### config.mk
export PLATFORM = sky130hd
export DESIGN_NAME = cfg_axil_initiator
export DESIGN_NICKNAME = d
export VERILOG_FILES = /design/src/rtl/cfg_bus_pkg.sv /design/src/rtl/cfg_timeout_ctr.sv /design/src/rtl/cfg_axil_initiator.sv
export SDC_FILE = /design/constraint.sdc
export NUM_CORES = 1
export LEC_CHECK = 0
export ABC_AREA = 1
export CAP_MARGIN = 20
export CORE_UTILIZATION = 44
export CTS_CLUSTER_DIAMETER = 120
export DETAILED_ROUTE_END_ITERATION = 10
export GPL_TIMING_DRIVEN = 1
export HOLD_SLACK_MARGIN = 0.1
export PLACE_DENSITY = 0.82
export SLEW_MARGIN = 10
export SYNTH_ARGS = -nofsm -noshare
export SYNTH_HDL_FRONTEND = slang
export SYNTH_HIERARCHICAL = 1
export SYNTH_SLANG_ARGS = --single-unit
export TNS_END_PERCENT = 50
### constraint.sdc
create_clock -name clk_i -period 4.8 [get_ports clk_i]
set_clock_uncertainty 0.15 [all_clocks]
set_input_delay 0.96 -clock clk_i [delete_from_list [all_inputs] [get_ports clk_i]]
set_output_delay 0.96 -clock clk_i [all_outputs]
set_load 0.03 [all_outputs]
### src/rtl/cfg_bus_pkg.sv
// Shared definitions for the cfg_* AXI4-Lite register bus: response codes,
// initiator FSM encoding, request/response records and peripheral offsets.
package cfg_bus_pkg;

  localparam logic [1:0] RESP_OKAY   = 2'b00;
  localparam logic [1:0] RESP_EXOKAY = 2'b01;
  localparam logic [1:0] RESP_SLVERR = 2'b10;
  localparam logic [1:0] RESP_DECERR = 2'b11;

  // gpio register map, byte offsets
  localparam logic [31:0] GPIO_DIR_OFS = 32'h0000_0000;
  localparam logic [31:0] GPIO_OUT_OFS = 32'h0000_0004;
  localparam logic [31:0] GPIO_IN_OFS  = 32'h0000_0008;

  typedef enum logic [2:0] {
    ST_IDLE  = 3'd0,
    ST_WR    = 3'd1,
    ST_WRESP = 3'd2,
    ST_RD    = 3'd3,
    ST_RDATA = 3'd4,
    ST_RSP   = 3'd5
  } cfg_state_e;

  typedef struct packed {
    logic [31:0] addr;
    logic [31:0] wdata;
    logic [3:0]  wstrb;
  } cfg_cmd_t;

  typedef struct packed {
    logic [31:0] rdata;
    logic        err;
    logic        timeout;
  } cfg_rsp_t;

  function automatic logic resp_is_err(input logic [1:0] resp);
    return resp != RESP_OKAY;
  endfunction

endpackage

### src/rtl/cfg_timeout_ctr.sv
// Per-transaction watchdog: cleared at command accept, counts while a bus phase
// is pending and holds expired once TIMEOUT_CYCLES-1 is reached (0 disables).
module cfg_timeout_ctr #(
  parameter int TIMEOUT_CYCLES = 1024,
  parameter int TO_W           = 16
) (
  input  logic clk_i,
  input  logic rst_i,
  input  logic clr_i,
  input  logic en_i,
  output logic expired_o
);

  localparam bit            ENABLE = (TIMEOUT_CYCLES != 0);
  localparam logic [TO_W-1:0] LIMIT = ENABLE ? TO_W'(TIMEOUT_CYCLES - 1) : '0;

  logic [TO_W-1:0] cnt_q;

  // Saturating: a handshake landing in the expiry cycle moves the FSM on, and
  // the next phase must still see the expired budget.
  always_ff @(posedge clk_i or posedge rst_i) begin
    if (rst_i)                      cnt_q <= '0;
    else if (clr_i)                 cnt_q <= '0;
    else if (en_i && cnt_q != LIMIT) cnt_q <= cnt_q + 1'b1;
  end

  assign expired_o = ENABLE && (cnt_q == LIMIT);

endmodule

### src/rtl/cfg_axil_initiator.sv
// AXI4-Lite initiator: one command in, one single-beat cfg_* transaction out,
// one registered response back. Single outstanding transaction with timeout.
module cfg_axil_initiator
  import cfg_bus_pkg::*;
#(
  parameter int TIMEOUT_CYCLES = 1024,
  parameter int TO_W           = 16
) (
  input  logic        clk_i,
  input  logic        rst_i,
  input  logic        cmd_valid_i,
  output logic        cmd_ready_o,
  input  logic        cmd_write_i,
  input  logic [31:0] cmd_addr_i,
  input  logic [31:0] cmd_wdata_i,
  input  logic [3:0]  cmd_wstrb_i,
  output logic        rsp_valid_o,
  input  logic        rsp_ready_i,
  output logic [31:0] rsp_rdata_o,
  output logic        rsp_err_o,
  output logic        rsp_timeout_o,
  output logic        cfg_awvalid_o,
  output logic [31:0] cfg_awaddr_o,
  input  logic        cfg_awready_i,
  output logic        cfg_wvalid_o,
  output logic [31:0] cfg_wdata_o,
  output logic [3:0]  cfg_wstrb_o,
  input  logic        cfg_wready_i,
  input  logic        cfg_bvalid_i,
  input  logic [1:0]  cfg_bresp_i,
  output logic        cfg_bready_o,
  output logic        cfg_arvalid_o,
  output logic [31:0] cfg_araddr_o,
  input  logic        cfg_arready_i,
  input  logic        cfg_rvalid_i,
  input  logic [31:0] cfg_rdata_i,
  input  logic [1:0]  cfg_rresp_i,
  output logic        cfg_rready_o
);

  cfg_state_e state_q, state_d;
  cfg_cmd_t   cmd_q, cmd_d;
  cfg_rsp_t   rsp_q, rsp_d;
  logic       awvalid_q, awvalid_d, wvalid_q, wvalid_d, arvalid_q, arvalid_d;
  logic       aw_done_q, aw_done_d, w_done_q, w_done_d;
  logic       bready_q, bready_d, rready_q, rready_d;
  logic       rsp_valid_q, rsp_valid_d;
  logic       aw_hs, w_hs, ar_hs, b_hs, r_hs;
  logic       cmd_fire, ctr_en, expired, abort;

  assign aw_hs    = awvalid_q && cfg_awready_i;
  assign w_hs     = wvalid_q  && cfg_wready_i;
  assign ar_hs    = arvalid_q && cfg_arready_i;
  assign b_hs     = bready_q  && cfg_bvalid_i;
  assign r_hs     = rready_q  && cfg_rvalid_i;
  assign cmd_fire = cmd_valid_i && (state_q == ST_IDLE);
  assign ctr_en   = (state_q == ST_WR) || (state_q == ST_WRESP) ||
                    (state_q == ST_RD) || (state_q == ST_RDATA);

  cfg_timeout_ctr #(
    .TIMEOUT_CYCLES(TIMEOUT_CYCLES),
    .TO_W          (TO_W)
  ) u_timeout (
    .clk_i    (clk_i),
    .rst_i    (rst_i),
    .clr_i    (cmd_fire),
    .en_i     (ctr_en),
    .expired_o(expired)
  );

  always_comb begin
    state_d     = state_q;
    cmd_d       = cmd_q;
    rsp_d       = rsp_q;
    rsp_valid_d = rsp_valid_q;
    awvalid_d   = awvalid_q && !aw_hs;
    wvalid_d    = wvalid_q  && !w_hs;
    arvalid_d   = arvalid_q && !ar_hs;
    aw_done_d   = aw_done_q || aw_hs;
    w_done_d    = w_done_q  || w_hs;
    abort       = 1'b0;

    unique case (state_q)
      ST_IDLE: begin
        if (cmd_valid_i) begin
          cmd_d.addr = cmd_addr_i;
          aw_done_d  = 1'b0;
          w_done_d   = 1'b0;
          if (cmd_write_i) begin
            state_d     = ST_WR;
            cmd_d.wdata = cmd_wdata_i;
            cmd_d.wstrb = cmd_wstrb_i;
            awvalid_d   = 1'b1;
            wvalid_d    = 1'b1;
          end else begin
            state_d   = ST_RD;
            arvalid_d = 1'b1;
          end
        end
      end
      ST_WR: begin
        if (aw_done_d && w_done_d) state_d = ST_WRESP;
        else if (expired)          abort   = 1'b1;
      end
      ST_WRESP: begin
        if (b_hs) begin
          state_d     = ST_RSP;
          rsp_valid_d = 1'b1;
          rsp_d       = '{rdata: '0, err: resp_is_err(cfg_bresp_i), timeout: 1'b0};
        end else if (expired) begin
          abort = 1'b1;
        end
      end
      ST_RD: begin
        if (ar_hs)        state_d = ST_RDATA;
        else if (expired) abort   = 1'b1;
      end
      ST_RDATA: begin
        if (r_hs) begin
          state_d     = ST_RSP;
          rsp_valid_d = 1'b1;
          rsp_d       = '{rdata: cfg_rdata_i, err: resp_is_err(cfg_rresp_i), timeout: 1'b0};
        end else if (expired) begin
          abort = 1'b1;
        end
      end
      ST_RSP: begin
        if (rsp_ready_i) begin
          state_d     = ST_IDLE;
          rsp_valid_d = 1'b0;
          rsp_d       = '0;
        end
      end
      default: state_d = ST_IDLE;
    endcase

    // Abort withdraws any still-pending request; a late B/R is drained in IDLE.
    if (abort) begin
      state_d     = ST_RSP;
      awvalid_d   = 1'b0;
      wvalid_d    = 1'b0;
      arvalid_d   = 1'b0;
      rsp_valid_d = 1'b1;
      rsp_d       = '{rdata: '0, err: 1'b1, timeout: 1'b1};
    end

    bready_d = (state_d == ST_IDLE) || (state_d == ST_WRESP);
    rready_d = (state_d == ST_IDLE) || (state_d == ST_RDATA);
  end

  always_ff @(posedge clk_i or posedge rst_i) begin
    if (rst_i) begin
      state_q     <= ST_IDLE;
      cmd_q       <= '0;
      rsp_q       <= '0;
      rsp_valid_q <= 1'b0;
      awvalid_q   <= 1'b0;
      wvalid_q    <= 1'b0;
      arvalid_q   <= 1'b0;
      aw_done_q   <= 1'b0;
      w_done_q    <= 1'b0;
      bready_q    <= 1'b1;
      rready_q    <= 1'b1;
    end else begin
      state_q     <= state_d;
      cmd_q       <= cmd_d;
      rsp_q       <= rsp_d;
      rsp_valid_q <= rsp_valid_d;
      awvalid_q   <= awvalid_d;
      wvalid_q    <= wvalid_d;
      arvalid_q   <= arvalid_d;
      aw_done_q   <= aw_done_d;
      w_done_q    <= w_done_d;
      bready_q    <= bready_d;
      rready_q    <= rready_d;
    end
  end

  assign cmd_ready_o   = (state_q == ST_IDLE);
  assign rsp_valid_o   = rsp_valid_q;
  assign rsp_rdata_o   = rsp_q.rdata;
  assign rsp_err_o     = rsp_q.err;
  assign rsp_timeout_o = rsp_q.timeout;
  assign cfg_awvalid_o = awvalid_q;
  assign cfg_awaddr_o  = cmd_q.addr;
  assign cfg_wvalid_o  = wvalid_q;
  assign cfg_wdata_o   = cmd_q.wdata;
  assign cfg_wstrb_o   = cmd_q.wstrb;
  assign cfg_bready_o  = bready_q;
  assign cfg_arvalid_o = arvalid_q;
  assign cfg_araddr_o  = cmd_q.addr;
  assign cfg_rready_o  = rready_q;

endmodule
==> results.txt, run 1 <==
Outcome: finished clean
Crit share post-route: 62.4%
RR Endpoint: cfg_wstrb_o[1]
Largest net degree at the start of global routing: 70
Clk slew on worst S/H paths: 60 ps
IO Pins: 255
Adder-Cell Fraction of Synth Area: 0.200%
Setup CP Type: flop to output pin
Crit path from: state_q[0]
Die ar.: 0.0147 mm2
Syn_nets: 832
Wire length per cell: 14.8 um
Die W: 121 um
Seq/Total Area, Yosys: 51.7%
DR vias: 5478
Pwr/cell area: 702 mW/mm2
Fill count: 1116
Min Clock Period, post-route: 2990 ps
Port Buffers: 254
Slew margin rel.: 43.0%
Postcts setup bufs: 0
Initial antenna violation count: 0
Multiplexer area fraction after synthesis: 7.56%
Reg2reg start: state_q[0]
ANT cells: 0
Root buf cell: clkbuf_16
Total global-route track usage: 23.6%
Clk buf depth: 2
First-pass DRT Iterations: 7
MaxCap Viol Count: 0
Synth top area cells: dfrtp_1, nand2_1, nand4_1
Proportion of layout cells with a drive suffix above 1: 9.83%
Hold path endpoint: rsp_rdata_o[15]
Worst slew pin tran: 855 ps
Global route total overflow: 0
CTS tree: built
Num CTS Buffers: 17
Hold wc startpoint: rsp_rdata_o[15]
Synth Area in Compound Gates: 1.00%
Core area: 0.0139 mm2
Starting density of the core: 45.0%
Post-synth top area share: 50.8%
Synthesized-area fraction occupied by and/or/nand/nor cells: 27.8%
Drt drc: 0
Top_reg_cell synth: dfrtp_1
Die Y: 121 um
Post-synthesis register bit count: 129
First-pass GRT wire length: 26500 um
Largest family of logic cells by synthesized area: simple AND/OR/NAND/NOR gates
Synth async-reset ratio: 100%
Synthesized area: 0.00625 mm2
Fmax: 334 MHz
RSZ-0062 raised after global routing: no
Dpl hpwl: 11700 um
R2R Setup Slk: 2070 ps
Most frequent cells after synthesis: nand2_1, dfrtp_1, nor2_1, inv_1, nand4_1
Post-Synth XOR/XNOR Area: 1.12%
Area leader, netlist: dfrtp_1
Initial DRC Count: 295
Leakage power: 4.58 nW
Synth Area per Inst: 8.72 um2
CP max-delay cell: clkdlybuf4s50_1
Worst vdd ir: 456 uV
Worst Path Max Fanout: 7
Yosys warns: 6
DR vias/cell: 4.87
Clk Latency, worst-skew pair: 410 ps
Slowest Stage Delay on Critical Path: 700 ps
Synth-to-Final Area Change: 48.2%
Final hold vios: 0
Post-CTS Resized: 0
Startpoint Class: flop
Final ANT Viol Nets: 0
Element type at the critical path end: output pin
Worst path arrival time: 1880 ps
Worst hold path class: flop to flop
CTS Sinks: 129
Post-synth EDFFs: 0
Cell row count: 43
Netlist cell types: 30
Total wire length: 16700 um
H-tree depth: 4
Vias in the first global route: 5331
Cts hold-fix bufs: 0
Routability Congestion: 0.809
Hold path depth: 2
Hold WS: 318 ps
Max-slew violation count: 0
Fin nets: 1048
Setup TNS: 0 ps
Cell Chain, Critical Path: inv_2, nand2_1, nor2_4, clkdlybuf4s50_1
Seq. cell area: 0.00323 mm2
Combined area of the multi-input logic cells: 0.00236 mm2
Most numerous cell in the Yosys netlist: nand2_1
Final setup fails: 0
Synth Instances: 717
CP required: 3690 ps
Reg2Reg Depth: 8
==> metal layers <==
layer | global-route usage, % | wire [um] | vias to the layer above
li1 | - | - | 2647
met1 | 28.8 | 6850 | 2585
met2 | 38.9 | 8320 | 223
met3 | 7.80 | 1240 | 23
met4 | 8.26 | 305 | 0
met5 | 0 | 0 | -
==> sequential cells by signal (all words and copies together) (netlist names), 3 cells and up <==
signal / flops
u_timeout/cnt_q: 16
state_q: 3
cfg_wstrb_o: 4
cfg_araddr_o: 32
cfg_wdata_o: 32
rsp_rdata_o: 32
==> cells in the final DEF (no fill, tap or decap), drive strengths merged <==
cell           count
mux2              36
clkinvlp           2
clkdlybuf4s50    254
clkbuf            24
xor2               5
nand3b             1
a21oi              4
o21ai              7
nand2            262
nor2              73
xnor2              3
nor3               3
clkinv             2
nand3             18
inv               65
buf                6
bufinv             3
o21bai             1
dfrtp            127
ha                 1
or2                1
dfstp              2
nand4             46
==> critical path, delay by kind of cell, from the launching register on <==
kind	cells	cell delay, ps
AND/OR/NAND/NOR	2	250
buffers and inverters	2	770
flip-flops	1	450
==> worst max path at each step <==
| stage | end | slack (ps) | depth (start not counted) |
|---|---|---|---|
| after CTS | cmd_ready_o | 1780 | 4 |
| after detailed placement | cfg_wdata_o[29] | 1390 | 6 |
| after global routing | cfg_wdata_o[29] | 1700 | 6 |
| after floorplan | aw_done_q | 710 | 1 |
| final | cmd_ready_o | 1810 | 4 |
| after global placement | cfg_wstrb_o[1] | 1420 | 6 |
==> stage by stage <==
stage	instances	area [um2]	utilization, %	total power [mW]	setup WS [ps]
final	1126	9260	66.7	6.50	1810
after global routing	1126	9260	66.7	6.84	1700
after CTS	1126	9260	66.7	6.54	1780
after detailed placement	1094	8650	62.3	5.16	1390
after global placement	1094	8650	62.3	5.13	1420
after floorplan	717	6250	-	4.00	706
==> report_power, final <==
group | internal [mW] | leakage [nW] | switching (mW)
Combinational | 1.34 | 2.63 | 2.01
Sequential | 1.51 | 1.65 | 0.304
Clock | 0.872 | 0.297 | 0.471
Total | 3.72 | 4.58 | 2.79
==> cell families (layout without fill, tap and decap cells) <==
kind of cell,count (synthesis),in the layout
adders and majority gates,1,1
AOI/OAI and AO/OA,12,12
buffers and inverters,127,356
muxes,36,36
DFF,129,129
xor gates and xnor gates,8,8
and+or+nand+nor,404,404
==> layout make-up <==
class | instances | area share (%)
Clock buffer | 24 | 5.31
Clock inverter | 8 | 1.34
Inverter | 64 | 2.65
Multi-Input combinational cell | 461 | 25.5
Sequential cell | 129 | 34.9
Tap cell | 180 | 2.43
Timing Repair Buffer | 260 | 27.9
No activity file was read; power rests on OpenSTA's default activity.
==> inputs of run 2 (changes only) <==
clock period = 2.78 ns   (was 4.8 ns; I/O delays follow)
==> run 2 against run 1 <==
  * Routed wire length up 5.0%
  * Critical path depth is the same
  * Register-to-register slack worse by 1700 ps
  * Final area is 0.70% higher
  * Core utilization increased by 0.47 points
  * Non-clock buffer count rose by 7
  * Combinational power is 75% higher
  * Hold slack improved by 0.54 ps
  * Cell count is 0.62% higher
  * First-iteration DRC count is 37% higher
  * Count of clock-buffer cells in the layout down 4
  * Critical path type unchanged
  * Critical endpoint unchanged
==> results.txt, run 2 (synthesized netlist as in run 1, its figures left out) <==
Outcome: finished clean
H-tree depth: 4 (unchanged)
Element type at the critical path end: output pin
Slew margin rel.: 51.1% (+8.2 points)
Crit share post-route: 93.2%
RSZ-0062 raised after global routing: no
Proportion of layout cells with a drive suffix above 1: 10.7% (+0.87 points)
Buf+Inv Stages, Crit Path: 2 (unchanged)
Slowest Stage Delay on Critical Path: 700 ps (about the same)
Seq. cell area: 0.00323 mm2 (unchanged)
Die W: 121 um (unchanged)
CTS Sinks: 129 (unchanged)
Combined area of the multi-input logic cells: 0.00236 mm2 (unchanged)
Fin nets: 1055 (+0.67%)
Final hold vios: 0 (unchanged)
Leakage power: 4.61 nW (+0.63%)
Worst Path Max Fanout: 7 (unchanged)
Final setup fails: 0 (unchanged)
Final ANT Viol Nets: 0 (unchanged)
Total global-route track usage: 24.6% (+1.0 points)
Port Buffers: 254 (unchanged)
Dpl hpwl: 12200 um (+3.9%)
Hold WS: 319 ps (+0.541 ps)
Postcts setup bufs: 0 (unchanged)
Global route total overflow: 0 (unchanged)
Worst slew pin tran: 731 ps (-124 ps)
CTS tree: built
Die ar.: 0.0147 mm2 (unchanged)
CP required: 2070 ps (-1620 ps)
Initial antenna violation count: 0 (unchanged)
Total wire length: 17500 um (+5.0%)
First-pass DRT Iterations: 5 (-2)
Starting density of the core: 45.0% (unchanged)
Max-slew violation count: 0 (unchanged)
Clk buf depth: 2 (unchanged)
Clk slew on worst S/H paths: 60 ps (about the same)
Synth-to-Final Area Change: 49.2%
Vias in the first global route: 5454 (+2.3%)
Core area: 0.0139 mm2 (unchanged)
Fmax: 386 MHz
Worst path arrival time: 1880 ps (about the same)
Initial DRC Count: 404 (+37%)
Worst vdd ir: 785 uV (+72%)
Wire length per cell: 15.5 um (+4.3%)
Post-CTS Resized: 0 (unchanged)
Fill count: 1069 (-4.2%)
Cell row count: 43 (unchanged)
Pwr/cell area: 1200 mW/mm2 (+71%)
MaxCap Viol Count: 0 (unchanged)
ANT cells: 0 (unchanged)
R2R Setup Slk: 420 ps (-1650 ps)
Worst hold path class: flop to flop
Root buf cell: clkbuf_16
Die Y: 121 um (unchanged)
First-pass GRT wire length: 27400 um (+3.6%)
Min Clock Period, post-route: 2590 ps
DR vias/cell: 4.91 (+0.92%)
Cell Chain, Critical Path: inv_2, nand2_1, nor2_4, clkdlybuf4s50_1
Routability Congestion: 0.878 (+8.5%)
Drt drc: 0 (unchanged)
Setup CP Type: flop to output pin
Top Family by Delay on Critical Path: buffers and inverters
Placed Area: 0.00874 mm2 (+1.1%)
Utilization after layout: 67.2% (+0.47 points)
Commonest non-fill, non-tap cell in the layout: nand2_1
Clk Latency, worst-skew pair: 420 ps (about the same)
Largest net degree at the start of global routing: 39 (-44%)
Setup TNS: 0 ps (unchanged)
Design Power: 11.2 mW (+72%)
Post-route cell area: 0.00933 mm2 (+0.70%)
Commonest non-fill, non-tap cells in the layout: nand2_1, clkdlybuf4s50_1, dfrtp_1
DR vias: 5563 (+1.6%)
CP max-delay cell: clkdlybuf4s50_1
IO Pins: 255 (unchanged)
Startpoint Class: flop
Num CTS Buffers: 17 (unchanged)
Cts hold-fix bufs: 0 (unchanged)
[run 2: cell types whose count changed in the layout (fill, tap and decap cells not counted)]
| cell | before | now |
|---|---|---|
| buf_4 | 6 | 10 |
| buf_12 | 0 | 3 |
| clkinv_4 | 0 | 3 |
| clkbuf_1 | 3 | 1 |
| clkbuf_8 | 4 | 2 |
| clkinvlp_4 | 2 | 4 |
| bufinv_16 | 3 | 2 |
| clkinv_2 | 2 | 3 |
| inv_4 | 2 | 1 |
[run 2: worst reg2reg max path, stage by stage (launching register included)]
cell and delay (ps):
dfrtp_1 410, ha_1 210, inv_1 80, nor2_4 210
nand2_4 100, nor2_4 170, nand2_1 70, o21ai_0 200
nor2_2 90, nand2_2 100, nand2_4 220, nand2_1 160
nand2_1 60
[run 2: per-stage QoR]
stage / worst slack, ps / cells
finish: 189 / 1133
global route: 116 / 1133
CTS: 174 / 1133
detailed placement: 368 / 1101
global placement: 422 / 1101
floorplan: 603 / 717
[run 2: final timing paths]
kind                                    start             endpoint  cells past startpoint
max reg2reg                u_timeout/cnt_q[1]      rsp_rdata_o[29]                     12
max                                state_q[0]          cmd_ready_o                      4
min                           rsp_rdata_o[24]      rsp_rdata_o[24]                      2
min reg2reg                   rsp_rdata_o[24]      rsp_rdata_o[24]                      2
min in group asynchronous               rst_i  u_timeout/cnt_q[12]                      2
max in group asynchronous               rst_i         cfg_bready_o                      3
[run 2: metal layers]
layer	track usage, %	wire length, um
met5	0	0
met4	8.10	282
met3	8.32	1350
met2	42.0	8800
met1	29.0	7100
[run 2: power by group]
group | leakage, nW | switching (mW) | internal [mW]
logic | 2.68 | 3.51 | 2.34
registers | 1.65 | 0.526 | 2.60
clock network | 0.282 | 0.841 | 1.37
total | 4.61 | 4.88 | 6.31
[run 2: cell type report]
type / instances / area share [%]
clock inverter: 12 / 1.42
clock buffer: 20 / 4.90
inverter: 64 / 2.64
timing repair buffer: 267 / 28.7
tap: 180 / 2.41
sequential: 129 / 34.6
multi-input combinational: 461 / 25.3
